File: config.mk
export PLATFORM = sky130hd
export DESIGN_NAME = led_scan_ctrl
export DESIGN_NICKNAME = d
export VERILOG_FILES = /design/src/rtl/led_scan_pkg.sv /design/src/rtl/scan_timer.sv /design/src/rtl/led_scan_ctrl.sv
export SDC_FILE = /design/constraint.sdc
export NUM_CORES = 1
export LEC_CHECK = 0
export CAP_MARGIN = 15
export CORE_UTILIZATION = 50
export DETAILED_ROUTE_END_ITERATION = 8
export PLACE_DENSITY = 0.72
export SKIP_CTS_REPAIR_TIMING = 1
export SLEW_MARGIN = 20
export SYNTH_ARGS = -nofsm -noshare
export SYNTH_HDL_FRONTEND = slang
export SYNTH_SLANG_ARGS = --single-unit
File: constraint.sdc
create_clock -name clk -period 10.6 [get_ports clk]
set_input_delay 1.59 -clock clk [delete_from_list [all_inputs] [get_ports clk]]
set_output_delay 1.59 -clock clk [all_outputs]
set_load 0.005 [all_outputs]
File: src/rtl/led_scan_pkg.sv
// Shared types and constants for the multiplexed 8-digit LED scan controller.
package led_scan_pkg;

    typedef enum logic {
        SCAN  = 1'b0,
        GUARD = 1'b1
    } scan_state_t;

    localparam logic [7:0] SEG_OFF = 8'hFF;
    localparam logic [7:0] AN_OFF  = 8'hFF;
    localparam int         NUM_DIG = 8;

    // Active-low one-hot anode select for a digit index.
    function automatic logic [7:0] an_decode(input logic [2:0] idx);
        return ~(8'h01 << idx);
    endfunction

endpackage

File: src/rtl/scan_timer.sv
// Loadable down-counter that parks at zero; tc_o flags the terminal count.
module scan_timer #(
    parameter int           W       = 8,
    parameter logic [W-1:0] RST_VAL = '0
) (
    input  logic         clk,
    input  logic         rst_n,
    input  logic         en_i,
    input  logic         load_i,
    input  logic [W-1:0] load_val_i,
    output logic         tc_o
);

    logic [W-1:0] cnt_q, cnt_d;

    always_comb begin
        cnt_d = cnt_q;
        if (load_i) begin
            cnt_d = load_val_i;
        end else if (en_i && (cnt_q != '0)) begin
            cnt_d = cnt_q - W'(1);
        end
    end

    always_ff @(posedge clk or negedge rst_n) begin
        if (!rst_n) begin
            cnt_q <= RST_VAL;
        end else begin
            cnt_q <= cnt_d;
        end
    end

    assign tc_o = (cnt_q == '0);

endmodule

File: src/rtl/led_scan_ctrl.sv
// Eight-digit LED scan controller with double-buffered, tear-free frame update.
//   state | meaning
//   SCAN  | anode idx driven with active[idx] for DWELL cycles
//   GUARD | all anodes off for GUARD cycles before advancing idx
module led_scan_ctrl #(
    parameter int DWELL = 100_000,
    parameter int GUARD = 1_000
) (
    input  logic       clk,
    input  logic       rst_n,
    input  logic [7:0] in0,
    input  logic [7:0] in1,
    input  logic [7:0] in2,
    input  logic [7:0] in3,
    input  logic [7:0] in4,
    input  logic [7:0] in5,
    input  logic [7:0] in6,
    input  logic [7:0] in7,
    input  logic       load,
    input  logic       blank,
    output logic [7:0] an,
    output logic [7:0] sseg,
    output logic       frame_done,
    output logic       pending
);
    import led_scan_pkg::*;

    localparam int               CNT_MAX  = (DWELL > GUARD) ? DWELL : GUARD;
    localparam int               CNT_W    = $clog2(CNT_MAX + 1);
    localparam logic [CNT_W-1:0] DWELL_LD = CNT_W'(DWELL - 1);
    localparam logic [CNT_W-1:0] GUARD_LD = CNT_W'(GUARD - 1);

    scan_state_t state_q, state_d;
    logic [2:0]  idx_q, idx_d;
    logic        started_q;
    logic        tmr_tc;
    logic        tmr_load;
    logic [CNT_W-1:0] tmr_val;
    logic        boundary;

    logic [NUM_DIG-1:0][7:0] in_bus;
    logic [NUM_DIG-1:0][7:0] shadow_q, shadow_d;
    logic [NUM_DIG-1:0][7:0] active_q, active_d;
    logic        pending_q, pending_d;
    logic [7:0]  an_q, an_d;
    logic [7:0]  sseg_q, sseg_d;
    logic        frame_done_q;

    assign in_bus = {in7, in6, in5, in4, in3, in2, in1, in0};

    // The first edge after reset only puts digit 0 on the anodes; counting
    // starts from there so digit 0 gets its full dwell.
    scan_timer #(
        .W       (CNT_W),
        .RST_VAL (DWELL_LD)
    ) u_timer (
        .clk        (clk),
        .rst_n      (rst_n),
        .en_i       (started_q),
        .load_i     (tmr_load),
        .load_val_i (tmr_val),
        .tc_o       (tmr_tc)
    );

    assign tmr_load = started_q && tmr_tc;
    assign tmr_val  = (state_q == led_scan_pkg::SCAN) ? GUARD_LD : DWELL_LD;
    assign boundary = tmr_load && (state_q == led_scan_pkg::GUARD) && (idx_q == 3'd7);

    always_comb begin
        state_d = state_q;
        idx_d   = idx_q;
        if (tmr_load) begin
            if (state_q == led_scan_pkg::SCAN) begin
                state_d = led_scan_pkg::GUARD;
            end else begin
                state_d = led_scan_pkg::SCAN;
                idx_d   = idx_q + 3'd1;
            end
        end
    end

    // Boundary copy uses the old shadow, so a same-cycle load stays pending.
    always_comb begin
        shadow_d  = shadow_q;
        active_d  = active_q;
        pending_d = pending_q;
        if (boundary && pending_q) begin
            active_d  = shadow_q;
            pending_d = 1'b0;
        end
        if (load) begin
            shadow_d  = in_bus;
            pending_d = 1'b1;
        end
    end

    always_comb begin
        an_d   = AN_OFF;
        sseg_d = SEG_OFF;
        if (!blank && (state_d == led_scan_pkg::SCAN)) begin
            an_d   = an_decode(idx_d);
            sseg_d = active_d[idx_d];
        end
    end

    always_ff @(posedge clk or negedge rst_n) begin
        if (!rst_n) begin
            state_q      <= led_scan_pkg::SCAN;
            idx_q        <= 3'd0;
            started_q    <= 1'b0;
            frame_done_q <= 1'b0;
            an_q         <= AN_OFF;
            sseg_q       <= SEG_OFF;
        end else begin
            state_q      <= state_d;
            idx_q        <= idx_d;
            started_q    <= 1'b1;
            frame_done_q <= boundary;
            an_q         <= an_d;
            sseg_q       <= sseg_d;
        end
    end

    always_ff @(posedge clk or negedge rst_n) begin
        if (!rst_n) begin
            shadow_q  <= {NUM_DIG{SEG_OFF}};
            active_q  <= {NUM_DIG{SEG_OFF}};
            pending_q <= 1'b0;
        end else begin
            shadow_q  <= shadow_d;
            active_q  <= active_d;
            pending_q <= pending_d;
        end
    end

    assign an         = an_q;
    assign sseg       = sseg_q;
    assign frame_done = frame_done_q;
    assign pending    = pending_q;

endmodule
; Word-level counts from Yosys, hierarchy flattened
; Index checks and enable logic that the tools add are counted.
[word_totals]
register_bits = 168
output_inout_bits = 18
[op_classes]
n_reduce_logical = 11
magnitude_cmp = 1
eq_ne = 1
shift = 1
n_addsub = 2
n_mux = 14
n_bitwise = 2
[ops]
columns = operator, n
row1 = $mux W64, 1
row2 = $mux W17, 3
row3 = $bmux W8 S3, 1
row4 = $mux W8, 3
row5 = $logic_not A17 Y1, 1
row6 = $reduce_bool A17 Y1, 1
row7 = $sub A17 B1 Y17 const B, 1
row8 = $not A8 Y8, 1
row9 = $shl A1 B3 Y8 const A, 1
row10 = $logic_and A1 B1 Y1, 6
row11 = $mux W3, 2
row12 = $lt A3 B4 Y1 const B, 1
row13 = $mux W1, 4
row14 = $reduce_bool A2 Y1, 2
row15 = $add A3 B1 Y3 const B, 1
row16 = $eq A3 B3 Y1 const B, 1
row17 = $logic_not A1 Y1, 1
row18 = $not A1 Y1, 1

; Logic depth before layout (Yosys ltp)
; Gate-level depths: netlist of the first run.
[depth]
depth_word = 9
depth_mapped = 17
mapped_depth_nobuf = 13

; Hierarchy
; A second synthesis of the first run with hierarchy kept.
[unflattened]
cells_unflattened = 533
area_unflattened_um2 = 7367.1
[by_module_without_submodules]
columns = module, cells_each, instances, seq_area_each_um2, area_per_inst_um2
row1 = led_scan_ctrl, 399, 1, 3958.8, 6222.2
row2 = scan_timer, 134, 1, 437.9, 1144.8

; Least setup slack after synthesis of the first run
; Ideal clock, no wire load.
[synth_path]
kind = register to register
start = register u_timer.cnt_q[0]
end = register sseg_q[0], in the netlist sseg[0]
setup_ps = 94
path_slack_ps = 7091
synth_period_minus_slack_ps = 3509
n_path_buf = 5
arrival_ps = 3415
stages_incl_launch_ff = 17
cell_sequence = dfstp_2 > inv_1 > ha_1 > nor4b_1 > and4_1 > buf_6 > buf_2 > nand2_1 > inv_1 > ha_1 > nand3_1 > buf_2 > buf_2 > buf_2 > mux2_2 > a2111oi_0 > a31oi_1
[synth_lines]
columns = item, line_no
row1 = "start, declared", scan_timer.sv:14  ; logic [W-1:0] cnt_q, cnt_d;
row2 = "start signal, assigned", scan_timer.sv:29  ; cnt_q <= cnt_d;
row3 = "end signal, assigned", led_scan_ctrl.sv:120  ; sseg_q <= sseg_d;
row4 = "end, declared", led_scan_ctrl.sv:46  ; logic [7:0] sseg_q, sseg_d;

==> summary.md, run 1 <==
| Metric | Value |
|---|---|
| Status | `completed` |
| Site row count | `45` |
| PD cells | `162 nW/um^2` |
| Fin cells | `866` |
| Worst hold path class | `reg -> reg` |
| Gr ovfl total | `0` |
| Final Wtd Congestion | `0.788` |
| Post-synth top area cell | `dfstp_2` |
| Fin. Hold Viols | `0` |
| # clock sinks | `168` |
| Pin count of the biggest net entering global routing | `~100` |
| Initial antenna violation count | `0` |
| Vias in the first global route | `5028` |
| Layout Nets | `roughly 740` |
| Most numerous cell in the Yosys netlist | `dfstp_2` |
| Reg area | `around 4400 um^2` |
| Mapped Cells | `a little under 600` |
| Clock latency on the worst-skew pair | `0.43 ns` |
| Core area | `15100 um^2` |
| Number of DRC markers in iteration 0 | `412` |
| RSZ-0062 raised after global routing | `no` |
| GR peak layer | `met2` |
| Maximum VDD drop | `roughly 0.00011 V` |
| Routed vias | `4946` |
| DRC Markers | `0` |
| Initial Util | `roughly 51%` |
| IO buf count | `85` |
| Layout filler cell count | `about 1.2k` |
| Ys async rst share | `100%` |
| Crit path from | `u_timer.cnt_q[0]$_DFFE_PN1P_` |
| Max cap viols | `0` |
| Critical-path maximum fanout | `67` |
| Yosys top cell area share | `52.5%` |
| Crit path kind | `reg -> reg` |
| Leak | `between 3 and 4 nW` |
| Top cells by count, synth | `dfstp_2 (154), mux2_2 (117), nand2_1 (34)` |
| Hold path start | `u_timer.cnt_q[15]$_DFFE_PN1P_` |
| Worst Path Required | `10.94 ns` |
| Crit path DAT | `4.62 ns` |
| FF+latch count, synth | `between 150 and 200` |
| Total track usage | `22.4%` |
| Pwr Total | `between 1 and 1.5 mW` |
| Mean routed wirelength per cell | `between 15 and 20 um` |
| Sequential cell area fraction in the yosys report | `a little under three fifths` |
| Ports | `86` |
| CTS tree | `built` |
| Area grow syn2layout | `19.9%` |
| Net Count, Synth | `663` |
| Placed wire-length estimate | `~11000 um` |
| Max frequency | `234 MHz` |
| Die extent in y | `126 um` |
| Worst hold margin | `0.480 ns` |
| Placed Instances | `between 800 and 900` |
| Setup TNS | `0 ns` |
| Clock Path Buffers | `2` |
| Share of post-route cells with drive strength above 1 | `between 40% and 50%` |
| CTS Buf Count | `17` |
| CP Launch Type | `register` |
| Fin crit share | `40.4%` |
| DR vias/cell | `5.71` |
| Post-route ant nets | `0` |
| Synth cell types | `62` |
| Met1 Use GR | `32.2%` |
| Worst setup EP type | `register` |
| Diode count | `0` |
| Post-synth EDFFs | `0` |
| CTS root buf | `clkbuf_16` |
| Final min period | `4.28 ns` |
| Post-Syn Area | `7710 um^2` |
| Syn Area/Cell | `around 13 um^2` |
| Yosys warns | `0` |
| Htree depth | `4` |
| First-pass GRT wire length | `roughly 27000 um` |
| Met2 Usage GRT | `about 33%` |
| Critical R2R Launch | `u_timer.cnt_q[0]$_DFFE_PN1P_` |
| Core Util, Final | `61.0%` |
| Post-route clock skew | `0.00759 ns` |
| Final setup violation count | `0` |
| Worst slew margin | `37.1%` |
| Area of the multi-input gates | `3050 um^2` |
| Die ar. | `15900 um^2` |
| Count of pins over their slew limit | `0` |
| Pre-Repair DR Iteration Count | `6` |
| Die W | `126 um` |
| Top cells by area, synth | `dfstp_2 (53%), mux2_2 (17%), dfrtp_1 (4.5%), mux2i_1 (3.8%), nand2_1 (1.7%)` |
| Final wirelength | `16600 um` |
| Least-Margin Pin Slew | `0.944 ns` |
| Met3 Track Usage GR | `5.82%` |
| Prevailing post-synth register cell | `dfstp_2` |
| Clock-pin slew on the worst setup and hold paths | `0.06 ns` |
==> final timing paths <==
path,to,slack [ns],depth (start not counted)
worst max-delay path,sseg[3]$_DFF_PN1_,6.32,14
max in group asynchronous,started_q$_DFF_PN0_,8.00,2
worst max register to register,sseg[3]$_DFF_PN1_,6.32,14
worst min-delay path,u_timer.cnt_q[15]$_DFFE_PN1P_,0.48,2
worst min register to register,u_timer.cnt_q[15]$_DFFE_PN1P_,0.48,2
min in group asynchronous,frame_done$_DFF_PN0_,1.26,1
==> layout make-up <==
cell class	instances	share of cell area, %
well taps	188	2.55
flip-flops and latches	168	47.6
clock inverters	12	1.26
multi-input cells	360	33.0
inverters	30	1.22
clock buffers	20	4.94
repair buffers	88	9.41
==> report_power, final <==
group | leakage, nW | internal [mW] | switching, mW
Sequential | 1.78 | 0.717 | 0.0504
Clock | 0.278 | 0.339 | 0.257
Combinational | 1.84 | 0.0732 | 0.0570
==> critical path, stage by stage, from the launching register on <==
cell and delay (ns):
dfstp_2 0.53, inv_1 0.07, ha_1 0.20, nor4b_1 0.15
and4_1 0.43, nand2_1 0.24, inv_1 0.11, ha_1 0.23
nand3_4 0.08, buf_4 0.72, mux2_2 0.44, mux2_2 0.27
a22o_1 0.23, a2111oi_1 0.39, a31oi_1 0.08
==> logic make-up after synthesis <==
family          Yosys count  share of synthesized area (%)
mux                     150                           22.0
flops                   168                           57.0
buf+inv                  62                           3.49
compound gates           89                           8.34
fa+ha+maj                 5                          0.812
simple gates            109                           7.55
other cells               1                         0.0487
xor+xnor                  6                          0.682
==> cell usage in the layout, fill, tap and decap left out, types with 3 or more instances in the layout <==
cell type        synthesis  layout
dfstp_2                154     154
mux2_2                 117     117
clkdlybuf4s50_1          0      83
nand2_1                 34      34
inv_1                   29      29
mux2i_1                 29      29
nor2_1                  22      22
clkbuf_16                0      17
a21oi_1                 16      16
dfrtp_1                 14      14
o21ai_0                 13      13
nor3_1                  11      11
a211oi_1                10      10
nand3_1                  9       8
nand4_1                  7       7
a22oi_1                  7       7
a21boi_0                 6       6
and2_1                   5       5
a22o_1                   5       5
ha_1                     5       5
inv_6                    0       5
o22ai_1                  4       4
mux4_2                   4       4
o211ai_1                 3       3
a31oi_1                  3       3
o31ai_1                  3       3
xnor2_1                  3       3
xor2_1                   3       3
a21o_1                   3       3
buf_4                    0       3
==> stage by stage <==
stage / setup slack, ns / instance area [um^2]
2_1_floorplan: 7.09 / 7710
3_3_place_gp: 6.47 / 8670
3_5_place_dp: 6.35 / 8670
4_1_cts: 6.30 / 9240
5_1_grt: 6.01 / 9240
6_report: 6.32 / 9240
==> layer usage <==
metal  part of all wire, %  wire length [um]  vias up
met5                     0                 0        -
met4                   1.9               317        0
met3                   5.2               868       22
met2                    46              7690      155
met1                    46              7700     2489
li1                      -                 -     2280
==> sequential cells by signal, summed over array words and instances (netlist names) <==
| name | cells |
|---|---|
| active_q | 64 |
| an | 8 |
| frame_done | 1 |
| idx_q | 3 |
| pending | 1 |
| shadow_q | 64 |
| sseg | 8 |
| started_q | 1 |
| state_q | 1 |
| u_timer.cnt_q | 17 |
Power figures use the tool's default switching activity.
==> run 2: changes to the inputs <==
- clock period: 10.6 -> 4.4 ns (I/O delays scaled with it)
==> summary.md, run 2 (synthesis gave the netlist of run 1 again) <==
| Metric | Value |
|---|---|
| Status | `completed` |
| Fin cells | `875 (+1.0%)` |
| DRC Markers | `0 (unchanged)` |
| Leak | `3.95 nW (+1.2%)` |
| Htree depth | `4 (unchanged)` |
| Clock Path Buffers | `2 (unchanged)` |
| Worst hold margin | `0.288 ns (-0.192 ns)` |
| Site row count | `45 (unchanged)` |
| Initial Util | `50.9% (unchanged)` |
| Max cap viols | `0 (unchanged)` |
| Maximum VDD drop | `0.000285 V (+150%)` |
| Placed Instances | `843 (+1.1%)` |
| Die ar. | `15900 um^2 (unchanged)` |
| Routed vias | `4960 (+0.28%)` |
| Commonest cells after routing, fill and taps aside | `dfstp_2 (154), mux2_2 (117), clkdlybuf4s50_1 (83), nand2_1 (34)` |
| Diode count | `0 (unchanged)` |
| DR vias/cell | `5.67 (-0.75%)` |
| Post-route clock skew | `0.0123 ns (+0.00475 ns)` |
| Worst slew margin | `40.7% (+3.7 points)` |
| Top Registers | `active_q x64, shadow_q x64, u_timer.cnt_q x17` |
| Total track usage | `22.1% (-0.28 points)` |
| Fin. Hold Viols | `0 (unchanged)` |
| Share of post-route cells with drive strength above 1 | `48.8% (+0.83 points)` |
| Die W | `126 um (unchanged)` |
| Number of DRC markers in iteration 0 | `415 (+0.73%)` |
| IO buf count | `85 (unchanged)` |
| Worst hold path class | `in -> async` |
| PD cells | `391 nW/um^2 (+140%)` |
| # clock sinks | `168 (unchanged)` |
| Least-Margin Pin Slew | `0.889 ns (-0.0551 ns)` |
| CTS root buf | `clkbuf_16` |
| Critical-path maximum fanout | `21 (-69%)` |
| Pin count of the biggest net entering global routing | `86 (-17%)` |
| Crit path DAT | `4.02 ns (-0.60 ns)` |
| First-pass GRT wire length | `26800 um (-0.51%)` |
| Core Util, Final | `61.6% (+0.60 points)` |
| Final setup violation count | `0 (unchanged)` |
| Layout Nets | `747 (+1.2%)` |
| Core area | `15100 um^2 (unchanged)` |
| Clock latency on the worst-skew pair | `0.43 ns (about the same)` |
| Area grow syn2layout | `21.1%` |
| RSZ-0062 raised after global routing | `no` |
| Max frequency | `270 MHz (+16%)` |
| Vias in the first global route | `5041 (+0.26%)` |
| Mean routed wirelength per cell | `18.8 um (-1.9%)` |
| Count of pins over their slew limit | `0 (unchanged)` |
| Die extent in y | `126 um (unchanged)` |
| Pre-Repair DR Iteration Count | `5 (-1)` |
| Worst Path Required | `4.72 ns (-6.22 ns)` |
| Crit path kind | `reg -> reg` |
| Initial antenna violation count | `0 (unchanged)` |
| CP Launch Type | `register` |
| Gr ovfl total | `0 (unchanged)` |
| Final min period | `3.70 ns (-0.585 ns)` |
| Setup TNS | `0 ns (unchanged)` |
| CTS tree | `built` |
| Final Wtd Congestion | `0.863 (+9.5%)` |
| Fin crit share | `84.0% (+44 points)` |
| Ports | `86 (unchanged)` |
| Worst setup EP type | `register` |
| Clock-pin slew on the worst setup and hold paths | `0.06 ns (about the same)` |
| Most common cell after layout, fill and taps aside | `dfstp_2` |
| Placed wire-length estimate | `11700 um (+2.1%)` |
| CTS Buf Count | `17 (unchanged)` |
| Final wirelength | `16400 um (-0.90%)` |
| Post-route ant nets | `0 (unchanged)` |
==> run 2: final timing paths <==
kind,end,cells past startpoint,from,slack (ns)
min in group clk,u_timer.cnt_q[15]$_DFFE_PN1P_,2,u_timer.cnt_q[15]$_DFFE_PN1P_,0.48
min,idx_q[1]$_DFF_PN0_,1,rst_n,0.29
max,sseg[0]$_DFF_PN1_,14,u_timer.cnt_q[0]$_DFFE_PN1P_,0.70
max reg2reg,sseg[0]$_DFF_PN1_,14,u_timer.cnt_q[0]$_DFFE_PN1P_,0.70
max in group asynchronous,shadow_q[58]$_DFFE_PN1P_,2,rst_n,3.00
min reg2reg,u_timer.cnt_q[15]$_DFFE_PN1P_,2,u_timer.cnt_q[15]$_DFFE_PN1P_,0.48
==> run 2: layout make-up <==
class / count / area (um^2)
Fill cell: 1148 / 5810
Sequential cell: 168 / 4400
Multi-Input combinational cell: 360 / 3050
Timing Repair Buffer: 97 / 937
Clock buffer: 19 / 453
Tap cell: 188 / 235
Clock inverter: 13 / 144
Inverter: 30 / 113
==> run 2: critical path, cell delays in order (launching register included) <==
cell and delay [ns]:
dfstp_2 0.53, inv_1 0.07, ha_1 0.20, nor4b_1 0.15, and4_1 0.21, nand2_1 0.12
inv_1 0.10, ha_1 0.24, nand3_4 0.18, buf_4 0.33, mux2i_1 0.33, mux2i_1 0.12
a22o_1 0.24, a2111oi_0 0.67, a31oi_1 0.08
==> run 2: layer usage <==
| layer | share of wire, % | track usage (%) |
|---|---|---|
| met1 | 46 | 30.7 |
| met2 | 48 | 34.5 |
| met4 | 1.3 | 7.94 |
| met3 | 4.8 | 4.46 |
| met5 | 0 | 0 |
==> run 2: stage by stage <==
step | setup slack [ns] | instance area [um^2] | total power, mW
final | 0.703 | 9330 | 3.65
after global routing | 0.532 | 9330 | 3.80
after CTS | 0.769 | 9330 | 3.69
after detailed placement | 0.805 | 8740 | 2.19
after global placement | 0.923 | 8740 | 2.17
after floorplan | 0.891 | 7710 | 2.02
==> run 2: power breakdown <==
group | switching [mW] | internal (mW) | total (mW)
registers | 0.112 | 1.73 | 1.84
clock network | 0.612 | 0.870 | 1.48
logic | 0.146 | 0.178 | 0.324
==> run 3: changes to the inputs <==
- PLACE_DENSITY: 0.72 -> 0.75
- clock period: 4.4 -> 3.1 ns (I/O delays scaled with it)
==> summary.md, run 3 (synthesis gave the netlist of run 1 again) <==
| Metric | Value |
|---|---|
| Final wirelength | `17200 um (+4.5%)` |
| Clock Path Buffers | `2 (unchanged)` |
| DRC Markers | `0 (unchanged)` |
| Final min period | `2.99 ns (-0.709 ns)` |
| Maximum VDD drop | `0.000364 V (+28%)` |
| Final setup violation count | `0 (unchanged)` |
| Post-placement setup slack | `0.000776 ns (-0.805 ns)` |
| Setup ws final | `0.112 ns (-0.591 ns)` |
| Area grow syn2layout | `26.2%` |
| DR vias/cell | `5.74 (+1.3%)` |
| Total track usage | `22.5% (+0.43 points)` |
| Htree depth | `4 (unchanged)` |
| IO buf count | `85 (unchanged)` |
| Post-route clock skew | `0.00760 ns (-0.00475 ns)` |
| Fin crit share | `96.4% (+12 points)` |
| Crit path kind | `reg -> reg` |
| Gr ovfl total | `0 (unchanged)` |
| Leak | `4.04 nW (+2.3%)` |
| CTS tree | `built` |
| # clock sinks | `168 (unchanged)` |
| Reg2reg path depth | `14 (unchanged)` |
| Crit path DAT | `3.34 ns (-0.68 ns)` |
| CP Launch Type | `register` |
| Mean routed wirelength per cell | `19.3 um (+3.0%)` |
| Site row count | `45 (unchanged)` |
| Top Registers | `active_q x64, shadow_q x64, u_timer.cnt_q x17` |
| Least-Margin Pin Slew | `0.777 ns (-0.112 ns)` |
| Final Wtd Congestion | `0.860 (-0.26%)` |
| Clock latency on the worst-skew pair | `0.43 ns (about the same)` |
| Pin count of the biggest net entering global routing | `79 (-8.1%)` |
| Count of pins over their slew limit | `0 (unchanged)` |
| Critical-path maximum fanout | `12 (-43%)` |
| Die W | `126 um (unchanged)` |
| Pre-Repair DR Iteration Count | `5 (unchanged)` |
| Max frequency | `335 MHz (+24%)` |
| Vias in the first global route | `5046 (+0.099%)` |
| CTS Buf Count | `17 (unchanged)` |
| Pwr Total | `5.23 mW (+43%)` |
| First-pass GRT wire length | `27200 um (+1.4%)` |
| Core area | `15100 um^2 (unchanged)` |
| Worst Path Required | `3.45 ns (-1.27 ns)` |
| Worst hold path class | `in -> async` |
| Die ar. | `15900 um^2 (unchanged)` |
| Die extent in y | `126 um (unchanged)` |
| Layout filler cell count | `1106 (-3.7%)` |
| RSZ-0062 raised after global routing | `yes` |
| Fin. Hold Viols | `0 (unchanged)` |
| Worst slew margin | `47.8% (+7.1 points)` |
| Initial antenna violation count | `0 (unchanged)` |
| Worst setup EP type | `register` |
| Diode count | `0 (unchanged)` |
| PD cells | `538 nW/um^2 (+38%)` |
| Most common cell after layout, fill and taps aside | `dfstp_2` |
| Max cap viols | `0 (unchanged)` |
| Layout Nets | `760 (+1.7%)` |
| Clock-pin slew on the worst setup and hold paths | `0.07 ns (about the same)` |
| Post-route ant nets | `0 (unchanged)` |
| Commonest cells after routing, fill and taps aside | `dfstp_2 (154), mux2_2 (114), clkdlybuf4s50_1 (83), nand2_1 (33), inv_1 (28)` |
| Initial Util | `50.9% (unchanged)` |
| Number of DRC markers in iteration 0 | `343 (-17%)` |
| CTS root buf | `clkbuf_16` |
| Share of post-route cells with drive strength above 1 | `52.9% (+4.1 points)` |
| Ports | `86 (unchanged)` |
| Routed vias | `5097 (+2.8%)` |
| Placed wire-length estimate | `11900 um (+1.5%)` |
| Status | `completed` |
run 3: final cells by class:
cell class	count	area (um^2)	share of cell area (%)
Timing Repair Buffer	110	1140	11.7
Multi-Input combinational cell	360	3260	33.5
Inverter	30	113	1.16
Clock buffer	20	447	4.59
Tap cell	188	235	2.42
Sequential cell	168	4400	45.2
Clock inverter	12	140	1.44
run 3: critical path: stages, from the launching register on:
cell and delay [ns]:
dfstp_2 0.55, inv_1 0.06, ha_1 0.17, nor4b_2 0.16
and4_1 0.22, nand2_2 0.09, inv_2 0.07, ha_4 0.17
nand3_4 0.14, buf_12 0.18, mux2_2 0.36, mux2_2 0.28
a22oi_2 0.18, nor3b_2 0.19, a22oi_1 0.10
run 3: where the power goes:
| group | internal, mW | switching (mW) | leakage (nW) |
|---|---|---|---|
| Sequential | 2.45 | 0.160 | 1.78 |
| Clock | 1.22 | 0.877 | 0.283 |
| Combinational | 0.287 | 0.233 | 1.98 |
run 3: worst paths after layout:
kind	start	end	slack, ns
worst max-delay path	u_timer.cnt_q[1]$_DFFE_PN1P_	sseg[6]$_DFF_PN1_	0.11
worst min-delay path	rst_n	state_q$_DFF_PN0_	0.1
worst max register to register	u_timer.cnt_q[1]$_DFFE_PN1P_	sseg[6]$_DFF_PN1_	0.11
worst min register to register	u_timer.cnt_q[15]$_DFFE_PN1P_	u_timer.cnt_q[15]$_DFFE_PN1P_	0.48
max in group asynchronous	rst_n	active_q[42]$_DFF_PN1_	2.14
min in group clk	u_timer.cnt_q[15]$_DFFE_PN1P_	u_timer.cnt_q[15]$_DFFE_PN1P_	0.48
run 3: stage by stage:
| step | TNS, ns | cells | hold slack, ns | util, % | cell area, um^2 |
|---|---|---|---|---|---|
| after floorplan | 0 | 590 | 0.169 | - | 7770 |
| after global placement | 0 | 851 | 0.468 | 58.5 | 8860 |
| after detailed placement | 0 | 851 | 0.478 | 58.5 | 8860 |
| after CTS | -0.0181 | 883 | 0.0902 | 62.4 | 9450 |
| after global routing | -0.0805 | 888 | 0.126 | 64.2 | 9720 |
| final | 0 | 888 | 0.0967 | 64.2 | 9720 |
run 3: routing by layer:
metal | global-route usage (%) | vias to the layer above | wire length [um] | part of all wire, %
met5 | 0 | - | 0 | 0
met4 | 9.43 | 0 | 332 | 1.9
met3 | 4.55 | 28 | 1030 | 6.0
met2 | 33.7 | 194 | 7980 | 46
met1 | 32.1 | 2567 | 7830 | 46
li1 | - | 2308 | - | -
